$ cat src/rtl/cs_arith_pkg.sv
// cs_arith_pkg: shared defaults and helper types for the carry-select arithmetic blocks.
package cs_arith_pkg;
    localparam int CS_WIDTH = 32;
    localparam int CS_BLOCK = 8;

    function automatic int nb(input int width, input int block);
        return width / block;
    endfunction

    // Per-block candidate record: results for block borrow-in 0 and 1.
    typedef struct packed {
        logic [CS_BLOCK-1:0] diff0;
        logic [CS_BLOCK-1:0] diff1;
        logic                bout0;
        logic                bout1;
    } cand_t;
endpackage

$ cat src/rtl/pipelined_cs_subtractor_if.sv
// pipelined_cs_subtractor_if: operand and result valid/ready channels of the subtractor.
interface pipelined_cs_subtractor_if
    import cs_arith_pkg::*;
#(
    parameter int WIDTH = CS_WIDTH
);
    logic             in_valid;
    logic             in_ready;
    logic [WIDTH-1:0] a;
    logic [WIDTH-1:0] b;
    logic             bin;
    logic             out_valid;
    logic             out_ready;
    logic [WIDTH-1:0] diff;
    logic             bout;
    logic             ovf;

    modport master (
        output in_valid, a, b, bin, out_ready,
        input  in_ready, out_valid, diff, bout, ovf
    );
    modport slave (
        input  in_valid, a, b, bin, out_ready,
        output in_ready, out_valid, diff, bout, ovf
    );
endinterface

$ cat src/rtl/full_subtractor.sv
// full_subtractor: one-bit a - b - bin cell with borrow-out.
module full_subtractor (
    input  logic a,
    input  logic b,
    input  logic bin,
    output logic d,
    output logic bout
);
    assign d    = a ^ b ^ bin;
    assign bout = (~a & b) | (~(a ^ b) & bin);
endmodule

$ cat src/rtl/pipelined_cs_subtractor.sv
// pipelined_cs_subtractor: two-stage carry-select a - b - bin with borrow/overflow flags.
module pipelined_cs_subtractor
    import cs_arith_pkg::*;
#(
    parameter int WIDTH = CS_WIDTH,
    parameter int BLOCK = CS_BLOCK
) (
    input logic clk,
    input logic rst_n,
    pipelined_cs_subtractor_if.slave io
);
    localparam int NB = nb(WIDTH, BLOCK);

    if (WIDTH % BLOCK != 0) begin : g_width_check
        $error("WIDTH must be a multiple of BLOCK");
    end

    typedef struct packed {
        logic [BLOCK-1:0] diff0;
        logic [BLOCK-1:0] diff1;
        logic             bout0;
        logic             bout1;
    } blk_t;

    blk_t [NB-1:0]    cand;
    blk_t [NB-1:0]    s1_cand;
    logic             s1_valid;
    logic             s1_bin;
    logic             s1_a_msb;
    logic             s1_b_msb;
    logic [WIDTH-1:0] diff_c;
    logic             br;
    logic             ovf_c;
    logic             s2_load;
    logic             in_fire;

    assign s2_load     = s1_valid && (!io.out_valid || io.out_ready);
    assign io.in_ready = !s1_valid || !io.out_valid || io.out_ready;
    assign in_fire     = io.in_valid && io.in_ready;

    // Each bit owns its borrow wires so the ripple is a chain of distinct nets.
    for (genvar k = 0; k < NB; k++) begin : g_blk
        logic [BLOCK-1:0] d0;
        logic [BLOCK-1:0] d1;
        for (genvar i = 0; i < BLOCK; i++) begin : g_bit
            logic bi0, bi1, bo0, bo1;
            if (i == 0) begin : g_lsb
                assign bi0 = 1'b0;
                assign bi1 = 1'b1;
            end else begin : g_mid
                assign bi0 = g_bit[i-1].bo0;
                assign bi1 = g_bit[i-1].bo1;
            end
            full_subtractor u_fs0 (.a(io.a[k*BLOCK+i]), .b(io.b[k*BLOCK+i]), .bin(bi0), .d(d0[i]), .bout(bo0));
            full_subtractor u_fs1 (.a(io.a[k*BLOCK+i]), .b(io.b[k*BLOCK+i]), .bin(bi1), .d(d1[i]), .bout(bo1));
        end
        assign cand[k] = '{diff0: d0, diff1: d1, bout0: g_bit[BLOCK-1].bo0, bout1: g_bit[BLOCK-1].bo1};
    end

    always_comb begin
        diff_c = '0;
        br = s1_bin;
        for (int j = 0; j < NB; j++) begin
            diff_c[j*BLOCK +: BLOCK] = br ? s1_cand[j].diff1 : s1_cand[j].diff0;
            br = br ? s1_cand[j].bout1 : s1_cand[j].bout0;
        end
        ovf_c = (s1_a_msb != s1_b_msb) && (diff_c[WIDTH-1] != s1_a_msb);
    end

    always_ff @(posedge clk or negedge rst_n) begin
        if (!rst_n) begin
            s1_valid <= 1'b0;
            s1_cand  <= '0;
            s1_bin   <= 1'b0;
            s1_a_msb <= 1'b0;
            s1_b_msb <= 1'b0;
        end else begin
            s1_valid <= in_fire || (s1_valid && !s2_load);
            if (in_fire) begin
                s1_cand  <= cand;
                s1_bin   <= io.bin;
                s1_a_msb <= io.a[WIDTH-1];
                s1_b_msb <= io.b[WIDTH-1];
            end
        end
    end

    always_ff @(posedge clk or negedge rst_n) begin
        if (!rst_n) begin
            io.out_valid <= 1'b0;
            io.diff      <= '0;
            io.bout      <= 1'b0;
            io.ovf       <= 1'b0;
        end else begin
            io.out_valid <= s2_load || (io.out_valid && !io.out_ready);
            if (s2_load) begin
                io.diff <= diff_c;
                io.bout <= br;
                io.ovf  <= ovf_c;
            end
        end
    end
endmodule

$ cat src/flat_wrapper.sv
// flat-port wrapper written by rule: the top's interface ports become plain ports
module pipelined_cs_subtractor_flat import cs_arith_pkg::*;
#(
    parameter int WIDTH = CS_WIDTH,
    parameter int BLOCK = CS_BLOCK
)
  (clk, rst_n, io_in_valid, io_a, io_b, io_bin, io_out_ready, io_in_ready, io_out_valid, io_diff, io_bout, io_ovf);
  pipelined_cs_subtractor_if #(.WIDTH(WIDTH)) io_i ();
  input logic clk;
  input logic rst_n;
  input wire logic [$bits(io_i.in_valid)-1:0] io_in_valid;
  input wire logic [$bits(io_i.a)-1:0] io_a;
  input wire logic [$bits(io_i.b)-1:0] io_b;
  input wire logic [$bits(io_i.bin)-1:0] io_bin;
  input wire logic [$bits(io_i.out_ready)-1:0] io_out_ready;
  output wire logic [$bits(io_i.in_ready)-1:0] io_in_ready;
  output wire logic [$bits(io_i.out_valid)-1:0] io_out_valid;
  output wire logic [$bits(io_i.diff)-1:0] io_diff;
  output wire logic [$bits(io_i.bout)-1:0] io_bout;
  output wire logic [$bits(io_i.ovf)-1:0] io_ovf;
  assign io_i.in_valid = io_in_valid;
  assign io_i.a = io_a;
  assign io_i.b = io_b;
  assign io_i.bin = io_bin;
  assign io_i.out_ready = io_out_ready;
  assign io_in_ready = io_i.in_ready;
  assign io_out_valid = io_i.out_valid;
  assign io_diff = io_i.diff;
  assign io_bout = io_i.bout;
  assign io_ovf = io_i.ovf;
  pipelined_cs_subtractor #(.WIDTH(WIDTH), .BLOCK(BLOCK)) u_core (.clk(clk), .rst_n(rst_n), .io(io_i));
endmodule
$ cat config.mk
export PLATFORM = sky130hd
export DESIGN_NAME = pipelined_cs_subtractor_flat
export DESIGN_NICKNAME = d
export VERILOG_FILES = /design/src/rtl/cs_arith_pkg.sv /design/src/rtl/pipelined_cs_subtractor_if.sv /design/src/rtl/full_subtractor.sv /design/src/rtl/pipelined_cs_subtractor.sv /design/src/flat_wrapper.sv
export SDC_FILE = /design/constraint.sdc
export NUM_CORES = 1
export LEC_CHECK = 0
export ABC_AREA = 1
export CAP_MARGIN = 20
export CORE_ASPECT_RATIO = 1.1
export CORE_MARGIN = 5
export CORE_UTILIZATION = 45
export DETAILED_ROUTE_END_ITERATION = 6
export PLACE_DENSITY_LB_ADDON = 0.15
export SLEW_MARGIN = 30
export SYNTH_ARGS = -nofsm -noshare
export SYNTH_HDL_FRONTEND = slang
export SYNTH_SLANG_ARGS = --single-unit
$ cat constraint.sdc
create_clock -name clk -period 1.2 [get_ports clk]
set_input_delay 0.24 -clock clk [delete_from_list [all_inputs] [get_ports clk]]
set_output_delay 0.24 -clock clk [all_outputs]
set_load 0.01 [all_outputs]
# == After elaboration in Yosys (flattened, before gate mapping) ==
# Cells that the tools add are included.
# Widths: inputs -> output; s select.
# word_totals
regBits,111
in_bits,69
output_inout_bits,36
word_cells,348
# op_classes
n_eq_ne,2
muxes,8
bitwise,300
n_reduce_logical,14
# ops
operator,count
$and 1x1->1,88
$xor 1x1->1,88
$not 1->1,64
$or 1x1->1,60
$mux 8,4
$logic_and 1x1->1,5
$logic_or 1x1->1,5
$logic_not 1->1,4
$mux 1,4
$ne 1x1->1,2

# == Depth between registers and ports, before layout ==
# Gate-level depths: netlist of run 1.
# depth
word_depth,17
depth_mapped,14
mapped_depth_nobuf,14

# == Cells and area by module ==
# From an unflattened synthesis of run 1, not the netlist that was laid out.
# hier_totals
cells_unflattened,615
area_unflattened_um2,6389.9
# by_module_without_submodules
mod,n_inst,cells_each,area_each_um2,seq_area_each_um2
pipelined_cs_subtractor,1,407,4568.1,2777.7
full_subtractor at u_core.g_blk[1].g_bit[0].u_fs0 ...,48,3,27.5,0.0
full_subtractor at u_core.g_blk[0].g_bit[0].u_fs0 ...,16,4,31.3,0.0

# == Worst setup path after synthesis of run 1 ==
# No wires, ideal clock.
# synth_path
kind,input port to flip-flop
from,in io_b[24]
to,reg u_core.s1_cand[63] in the netlist's numbering
setup_ps,132
arrival_ps,3268
required_time_ps,1068
path_slack_ps,-2201
path_stages,13
path_buffers,0
path_cell_list,inv_1 > ha_1 > inv_1 > fa_1 > fa_1 > fa_1 > fa_1 > fa_1 > fa_1 > inv_1 > fa_1 > nand2_1 > o21ai_0
# synth_via
elab_chain_len,16
elab_cells_between_ends,17
classes_between,bitwise (17)
# synth_rtl
item,line_no,source
from (decl),flat_wrapper.sv:13,input wire logic [$bits(io_i.b)-1:0] io_b;
$xor 1x1->1,full_subtractor.sv:10,assign bout = (~a & b) | (~(a ^ b) & bin);
$not 1->1,n/a,
$or 1x1->1 (*),full_subtractor.sv:10,
$and 1x1->1 (*),full_subtractor.sv:10,
$or 1x1->1 (*),full_subtractor.sv:10,
$and 1x1->1 (*),full_subtractor.sv:10,
$or 1x1->1 (*),full_subtractor.sv:10,
$and 1x1->1 (*),full_subtractor.sv:10,
$or 1x1->1 (*),full_subtractor.sv:10,
$and 1x1->1 (*),full_subtractor.sv:10,
$or 1x1->1 (*),full_subtractor.sv:10,
$and 1x1->1 (*),full_subtractor.sv:10,
$or 1x1->1 (*),full_subtractor.sv:10,
$and 1x1->1 (*),full_subtractor.sv:10,
$or 1x1->1 (*),full_subtractor.sv:10,
$xor 1x1->1 (*),full_subtractor.sv:9,assign d = a ^ b ^ bin;
named net u_core.g_blk[3].g_bit[7].u_fs1.d,full_subtractor.sv:6,"output logic d,"
to (signal assigned),pipelined_cs_subtractor.sv:80,s1_cand <= cand;
to (decl),pipelined_cs_subtractor.sv:26,blk_t [NB-1:0] s1_cand;
# The timed path passes the listed nets; every way through them passes the cells marked *.
# A chain may end at the register's enable or synchronous reset.

# == Worst setup path in the final report of run 1 ==
# layout_path
from,in io_b[0]
to,reg u_core.s1_cand[17] in the netlist's numbering
# layout_via
elab_chain_len,14
# layout_rtl
item,line_no
$and 1x1->1 (2 in a row),full_subtractor.sv:10
$or 1x1->1,full_subtractor.sv:10
$and 1x1->1,full_subtractor.sv:10
$or 1x1->1,full_subtractor.sv:10
$and 1x1->1,full_subtractor.sv:10
$or 1x1->1,full_subtractor.sv:10
$and 1x1->1,full_subtractor.sv:10
$or 1x1->1,full_subtractor.sv:10
$and 1x1->1,full_subtractor.sv:10
$or 1x1->1,full_subtractor.sv:10
$and 1x1->1,full_subtractor.sv:10
$or 1x1->1,full_subtractor.sv:10
$xor 1x1->1,full_subtractor.sv:9
named net u_core.g_blk[0].g_bit[7].u_fs0.d,full_subtractor.sv:6
# The timed path passes the listed nets, and every way through them passes these cells.

==> metrics, run 1 <==
fill count about 850; multiplexer share of the synthesized area 0%; final instance area 9530 µm²; synth unique cells 22; synthesis-to-finish area growth 61.6%; Yosys warning total 0; Slowest-stage cell, CP fa_2; clock latency at the later pin of the worst-skew pair 0.36 ns; vias in the first global route 5438; H-tree levels 3; # DRC 0; first-iteration detailed-routing DRC count 338; crit path DAT between 3 and 4 ns; first-pass GRT wire length 26.7 mm; layout cells sized above 1 50.6%; Post-Synth Adder-Cell Area 20.7%; post-synth top area share approximately 47%; initial antenna violation count 0; xor/xnor cell area share of the yosys netlist 0%; post-synth top area cell dfrtp_1; clock buffer count from CTS 9; Final setup viols between 100 and 150; gr usage total ~22%; CP max FO 2; period utilization 259%; starting density of the core 46.2%; drt wl/cell 17.3 µm; Final Max Tran Viols 0; # nets final 920; status complete, but fails checks; Compound-Gate Fraction of Synth Area 10.1%; Max IR drop VDD 0.686 mV; crit-path most repeated cell fa_2; largest net degree at the start of global routing 81; CP required 1.45 ns; RePlAce Congestion 0.839; Multi-input gate area 3560 µm²; max_slew headroom between 70% and 80%; final hold vios 0; Worst Tran Pin Value 0.438 ns; Layout Utilization approximately three quarters; gr ovfl total 0; final wirelength 16.4 mm; WHS 0.203 ns; main combinational cell family by area after synthesis adder cells; Synth Area per Inst 9.81 µm²; num rows 43; FF+latch area 2780 µm²; achievable frequency roughly 0.32 GHz; clk sinks ~110; placed cell areas 7780 µm²; register area share after synthesis 47.1%; Worst path max stage delay between 0.4 and 0.5 ns; DP HPWL 9.47 mm; # IOs 105; number of max-cap violations 0; chip width 119 µm; Simple-Gate Fraction of Synth Area 14.7%; Clock Tree Root clkbuf_16; commonest cells after routing, fill and taps aside nand2_1 (124), dfrtp_1 (110), o21ai_2 (66); Routed Antenna Nets 0; CTS tree done; Die Ht between 100 and 150 µm; Setup crit start kind primary input; I/O Buffers 104; Post-Layout Cell Count 949; minimum clock period 3.10 ns; pwr/cell area 1410 nW/µm²; vias per inst 5.16; slack of the critical path -1.90 ns; cells along the critical path buf_12, buf_6, ha_4, inv_2, fa_2, inv_2, fa_2, fa_2, fa_2, fa_2, fa_2, inv_2, fa_2, nand2_2, nand2_1; top cells by area, synth dfrtp_1 (47%), fa_1 (19%), nand2_1 (9.7%); worst hold path type in2reg; core area about 13000 µm²; DP Cell Count 880; commonest non-fill, non-tap cell in the layout nand2_1; Pleak 4.27 nW; drt pass-1 iters 4; syn_nets 734; synthesized netlist cell count 601; n_diodes 0; final setup skew 0.00795 ns; total die area 15500 µm²; Yosys reg bits roughly 110; kind of end point of the critical path flip-flop; Max Root-Sink Buffers 2; crit path kind in2reg; RSZ-0062 raised after global routing yes; synthesized area 5900 µm²; Worst-path clk slew 0.08 ns; Vias 4901; failing checks setup timing
[worst max-delay path, delay by kind of cell]
kind	cells	cell delay (ns)
buffers and inverters	5	0.38
adder cells (fa/ha/maj)	8	2.58
AND/OR/NAND/NOR	2	0.14
[area by class of cell]
cell class	instances	area share [%]
Timing Repair inverter	2	0.289
Clock inverter	7	0.591
Tap cell	157	2.06
Sequential cell	111	29.2
Inverter	77	4.62
Clock buffer	9	2.36
Multi-Input combinational cell	389	37.3
Timing Repair Buffer	197	23.6
[layer usage]
metal / vias up / share of wire, % / GRT usage [%]
met5: - / 0 / 0
li1: 2266 / - / -
met1: 2456 / 37 / 26.2
met3: 45 / 4.4 / 3.64
met4: 0 / 3.4 / 10.3
met2: 134 / 55 / 39.4
[synth_stat cells (all sizes together)]
cell	count
nand2	162
dfrtp	111
o21ai	108
inv	77
fa	56
nor2	35
buf	13
clkbuf	11
nand3	10
a31oi	9
ha	8
or2	1
[kinds of logic (layout without fill, tap and decap cells)]
logic type,Yosys count,in the layout
AO/OA/AOI/OAI,117,117
adder cells (fa/ha/maj),64,64
buffers and inverters,101,292
flip-flops,111,111
AND/OR/NAND/NOR,208,208
[path summary, 6_finish.rpt]
kind	startpoint	end	slack (ns)	depth (start not counted)
setup / recovery	io_b[0]	u_core.s1_cand[17]	-1.90	15
hold / removal	io_a[0]	u_core.s1_cand[10]	0.20	3
setup reg to reg	u_core.io.out_valid	u_core.s1_cand[67]	-0.37	9
hold reg to reg	u_core.s1_cand[26]	u_core.s1_cand[26]	0.49	2
max in group asynchronous	rst_n	u_core.io.diff[4]	0.38	3
min in group asynchronous	rst_n	u_core.io.out_valid	0.46	3
[state kept, by name, summed over array words and instances (netlist names)]
| signal | flops |
|---|---|
| u_core.s1_bin | 1 |
| u_core.io.ovf | 1 |
| u_core.s1_b_msb | 1 |
| u_core.s1_valid | 1 |
| u_core.io.bout | 1 |
| u_core.io.out_valid | 1 |
| u_core.s1_cand | 72 |
| u_core.io.diff | 32 |
| u_core.s1_a_msb | 1 |
[timing repair]
action | in CTS | in global routing
pin swaps | 78 | 82
hold endpoints to repair | 111 | 0
hold buffers | 1 | 0
gates resized for setup | 372 | 129
setup buffers | 33 | 14
cloned | 18 | 1
setup endpoints to repair | 144 | 114
[per-stage QoR]
| step | total power [mW] | setup TNS (ns) | worst slack [ns] |
|---|---|---|---|
| after global placement | 8.96 | -122.36 | -2.63 |
| after floorplan | 7.09 | -62.41 | -1.94 |
| after global routing | 14.2 | -79.19 | -2.00 |
| final | 13.4 | -71.35 | -1.90 |
| after CTS | 12.8 | -72.23 | -2.04 |
| after detailed placement | 9.10 | -125.73 | -2.66 |
[power breakdown]
| group | switching (mW) | internal (mW) | total, mW |
|---|---|---|---|
| Sequential | 0.704 | 4.63 | 5.34 |
| Combinational | 2.61 | 2.56 | 5.17 |
| Clock | 1.48 | 1.43 | 2.92 |
(Power assumes the default switching activity.)
==> inputs of run 2 (changes only) <==
CORE_UTILIZATION = 27   (was 45)
SKIP_CTS_REPAIR_TIMING = 1   (was default)
==> metrics, run 2 (synthesis results as in run 1) <==
period utilization 271% (+13 points); WP depth 15 (unchanged); cells along the critical path buf_6, buf_8, inv_12, ha_4, inv_2, fa_2, fa_2, fa_2, fa_2, fa_2, fa_2, inv_2, fa_2, nand2_1, nand2_1; commonest non-fill, non-tap cell in the layout nand2_1; Die Ht 165 µm (+27%); clock buffer count from CTS 9 (unchanged); first-iteration detailed-routing DRC count 143 (-58%); DP HPWL 10.7 mm (+13%); Worst Tran Pin Value 0.297 ns (-0.141 ns); CP required 1.44 ns (about the same); layout cells sized above 1 41.2% (-9.4 points); starting density of the core 27.5% (-19 points); critical path's top delay family adder cells; FF+latch area 2780 µm² (unchanged); Buf+Inv Stages, Crit Path 5 (unchanged); Max IR drop VDD 0.623 mV (-9.2%); clk sinks 111 (unchanged); clock latency at the later pin of the worst-skew pair 0.35 ns (about the same); biggest regs u_core.s1_cand: 72 flops, u_core.io.diff: 32 flops; Final setup viols 111 (unchanged); number of max-cap violations 0 (unchanged); Slowest-stage cell, CP fa_2; synthesis-to-finish area growth 60.0%; first-pass GRT wire length 23.4 mm (-12%); drt wl/cell 15.2 µm (-12%); crit path to u_core.s1_cand[9]; WHS 0.203 ns (+0.000481 ns); RSZ-0062 raised after global routing yes; Max Root-Sink Buffers 2 (unchanged); core area 21400 µm² (+68%); Vias 4589 (-6.4%); crit path DAT 3.50 ns (+0.15 ns); pwr/cell area 1380 nW/µm² (-2.4%); total die area 24900 µm² (+61%); setup TNS -70.16 ns (+1.19 ns); final setup skew 0.00795 ns (-0.00000163 ns); I/O Buffers 104 (unchanged); status complete, but fails checks; drt pass-1 iters 4 (unchanged); initial antenna violation count 0 (unchanged); cells on worst reg2reg path 10 (+1); crit-path most repeated cell fa_2; Largest Register u_core.s1_cand; num rows 56 (+30%); largest net degree at the start of global routing 42 (-48%); H-tree levels 3 (unchanged); crit path kind in2reg; # DRC 0 (unchanged); reg2reg start u_core.io.out_valid; gr ovfl total 0 (unchanged); max_slew headroom 80.2% (+9.4 points); Routed Antenna Nets 0 (unchanged); kind of end point of the critical path flip-flop; failing checks setup timing; minimum clock period 3.26 ns (+0.152 ns); Pleak 4.41 nW (+3.1%); RePlAce Congestion 0.742 (-12%); Worst R2R End u_core.s1_cand[15]; vias in the first global route 4636 (-15%); fill count 2050 (+140%); Multi-input gate area 3380 µm² (-5.0%); slack of the critical path -2.06 ns (-0.152 ns); # nets final 902 (-2.0%); vias per inst 4.31 (-16%); Worst-path clk slew 0.08 ns (about the same); Setup crit start kind primary input; CP max FO 2 (unchanged); gr usage total 12.0% (-10 points); final hold vios 0 (unchanged); achievable frequency 0.307 GHz (-4.7%); commonest cells after routing, fill and taps aside nand2_1 (138), dfrtp_1 (110), o21ai_1 (59); Clock Tree Root clkbuf_16; chip width 151 µm (+27%); setup slack, reg-to-reg -0.32 ns (+0.05 ns); # IOs 105 (unchanged); crit path launch io_b[0]; final wirelength 16.2 mm (-1.5%); Final Max Tran Viols 0 (unchanged); Worst path max stage delay 0.41 ns (-0.02 ns); CTS tree done; number of flip-flops in the largest register 72 (unchanged); n_diodes 0 (unchanged); worst hold path type in2reg
-- run 2: how the worst min path moves through the flow --
stage	start	to	slack [ns]	cells past startpoint
finish	io_a[16]	u_core.s1_cand[46]	0.20	3
global route	io_a[16]	u_core.s1_cand[46]	0.20	3
floorplan	rst_n	u_core.io.bout	-0.06	0
detailed placement	rst_n	u_core.s1_cand[14]	0.15	1
CTS	rst_n	u_core.s1_cand[14]	-0.24	1
global placement	rst_n	u_core.s1_cand[14]	0.15	1
-- run 2: report_power, final --
| part | switching, mW | total (mW) | internal [mW] |
|---|---|---|---|
| combinational | 2.38 | 4.86 | 2.47 |
| sequential | 0.634 | 5.26 | 4.63 |
| clock | 1.42 | 2.85 | 1.43 |
| total | 4.44 | 13.0 | 8.53 |
-- run 2: metal layers --
layer,up-vias,share of wire (%),track usage [%],wire (µm)
met2,83,55,20.3,8880
met1,2275,40,15.6,6550
met3,13,3.5,1.87,563
met5,-,0,0,0
li1,2218,-,-,-
met4,0,1.2,4.25,192
-- run 2: metrics by stage --
step                setup slack, ns  area, µm²  std cells  total power [mW]  utilization [%]
detailed placement            -2.68       7980       1016              9.21             37.2
global placement              -2.65       7980       1016              9.11             37.2
global route                  -2.15       9430       1064              13.9             44.0
finish                        -2.06       9430       1064              13.0             44.0
floorplan                     -1.94       6270        601              7.09                -
CTS                           -2.30       8260       1032              12.1             38.5
-- run 2: final cells by class --
class                           instances  share of cell area (%)
Timing Repair Buffer                  180                    23.2
Multi-Input combinational cell        389                    35.8
Inverter                               77                    4.62
Tap cell                              290                    3.85
Clock inverter                          6                   0.478
Clock buffer                           10                    2.43
Sequential cell                       111                    29.5
Timing Repair inverter                  1                   0.119
-- run 2: tightest hold or removal path: stages --
cell	delay (ns)
buf_8	0.08
ha_4	0.13
o21ai_1	0.06
==> inputs of run 3 (changes only) <==
PLACE_DENSITY = 0.59   (was default)
PLACE_DENSITY_LB_ADDON = default   (was 0.15)
==> metrics, run 3 (synthesis results as in run 1) <==
# DRC 0 (unchanged); H-tree levels 3 (unchanged); setup TNS -80.23 ns (-10.07 ns); Max IR drop VDD 0.604 mV (-3.0%); final wirelength 16.8 mm (+3.9%); DP HPWL 10.2 mm (-4.7%); clock buffer count from CTS 9 (unchanged); DP Cell Count 1015 (-0.098%); crit path DAT 3.46 ns (-0.04 ns); starting density of the core 27.5% (unchanged); number of max-cap violations 0 (unchanged); drt wl/cell 15.7 µm (+3.2%); first-pass GRT wire length 22.1 mm (-5.4%); number of flip-flops in the largest register 72 (unchanged); pre-CTS setup slack -2.64 ns (+0.0385 ns); clock latency at the later pin of the worst-skew pair 0.36 ns (about the same); Slowest-stage cell, CP fa_2; gr usage total 11.4% (-0.59 points); commonest non-fill, non-tap cell in the layout nand2_1; Final Max Tran Viols 0 (unchanged); # IOs 105 (unchanged); Die Ht 165 µm (unchanged); core area 21400 µm² (unchanged); Worst-path clk slew 0.07 ns (about the same); placed cell areas 7980 µm² (about the same); minimum clock period 3.21 ns (-0.0500 ns); final instance area 9540 µm² (+1.2%); WHS 0.263 ns (+0.0592 ns); Final setup viols 111 (unchanged); status complete, but fails checks; # nets final 909 (+0.78%); CP max FO 2 (unchanged); Routed Antenna Nets 0 (unchanged); vias in the first global route 4513 (-2.7%); biggest regs u_core.s1_cand: 72 flops, u_core.io.diff: 32 flops; slack of the critical path -2.01 ns (+0.0500 ns); Largest Register u_core.s1_cand; initial antenna violation count 0 (unchanged); commonest cells after routing, fill and taps aside nand2_1 (137), dfrtp_1 (110), o21ai_2 (58); Pleak 4.48 nW (+1.6%); Vias 4691 (+2.2%); worst hold path type in2reg; chip width 151 µm (unchanged); drt pass-1 iters 4 (unchanged); final hold vios 0 (unchanged); failing checks setup timing; n_diodes 0 (unchanged); pwr/cell area 1420 nW/µm² (+3.3%); first-iteration detailed-routing DRC count 239 (+67%); CP required 1.45 ns (about the same); total power 13.6 mW (+4.5%); Max Root-Sink Buffers 2 (unchanged); Worst Tran Pin Value 0.256 ns (-0.0408 ns); synthesis-to-finish area growth 61.9%; CTS tree done; vias per inst 4.38 (+1.6%); Post-Layout Cell Count 1071 (+0.66%); RePlAce Congestion 0.764 (+3.0%); Setup crit start kind primary input; max_slew headroom 82.9% (+2.7 points); I/O Buffers 104 (unchanged); num rows 56 (unchanged); crit path kind in2reg; Clock Tree Root clkbuf_16; largest net degree at the start of global routing 61 (+45%); cells along the critical path buf_6, buf_8, inv_12, ha_4, inv_2, fa_2, fa_2, fa_2, fa_2, fa_2, fa_2, inv_2, fa_2, nand2_1, nand2_1; clk sinks 111 (unchanged); total die area 24900 µm² (unchanged); Worst path max stage delay 0.40 ns (about the same); gr ovfl total 0 (unchanged); Layout Utilization 44.5% (+0.52 points); achievable frequency 0.312 GHz (+1.6%); crit-path most repeated cell fa_2; layout cells sized above 1 41.9% (+0.65 points); final setup skew 0.00656 ns (-0.00138 ns); period utilization 267% (-4.2 points); RSZ-0062 raised after global routing yes; kind of end point of the critical path flip-flop
run 3: where the power goes:
| group | switching [mW] | total, mW | internal [mW] |
|---|---|---|---|
| Clock | 1.40 | 3.51 | 2.10 |
| Sequential | 0.607 | 5.24 | 4.63 |
| Combinational | 2.39 | 4.82 | 2.43 |
run 3: cell type report:
type	instances	area, µm²
repair inverters	1	16.3
fillers	2026	11900
clock buffers	11	243
repair buffers	187	2270
well taps	290	363
inverters	77	419
clock inverters	5	104
multi-input cells	389	3350
flip-flops and latches	111	2780
run 3: path summary, 6_finish.rpt:
kind	start	endpoint	slack, ns	cells after the start
min reg2reg	u_core.s1_cand[65]	u_core.s1_cand[65]	0.48	2
min	io_a[0]	u_core.s1_cand[10]	0.26	4
min in group asynchronous	rst_n	u_core.s1_cand[21]	0.30	2
max	io_b[8]	u_core.s1_cand[27]	-2.01	15
max in group asynchronous	rst_n	u_core.io.diff[1]	0.36	3
max reg2reg	u_core.io.out_valid	u_core.s1_cand[32]	-0.40	11
run 3: critical path: cells and delay by family:
| kind | cells | cell delay [ns] |
|---|---|---|
| AND/OR/NAND/NOR | 2 | 0.11 |
| adder cells (fa/ha/maj) | 8 | 2.73 |
| buffers and inverters | 5 | 0.35 |
run 3: per-layer routing:
metal	GRT usage [%]	routed length [µm]	part of all wire, %
met1	14.3	6790	40
met4	4.29	273	1.6
met3	2.77	738	4.4
met2	19.1	9010	54
met5	0	0	0
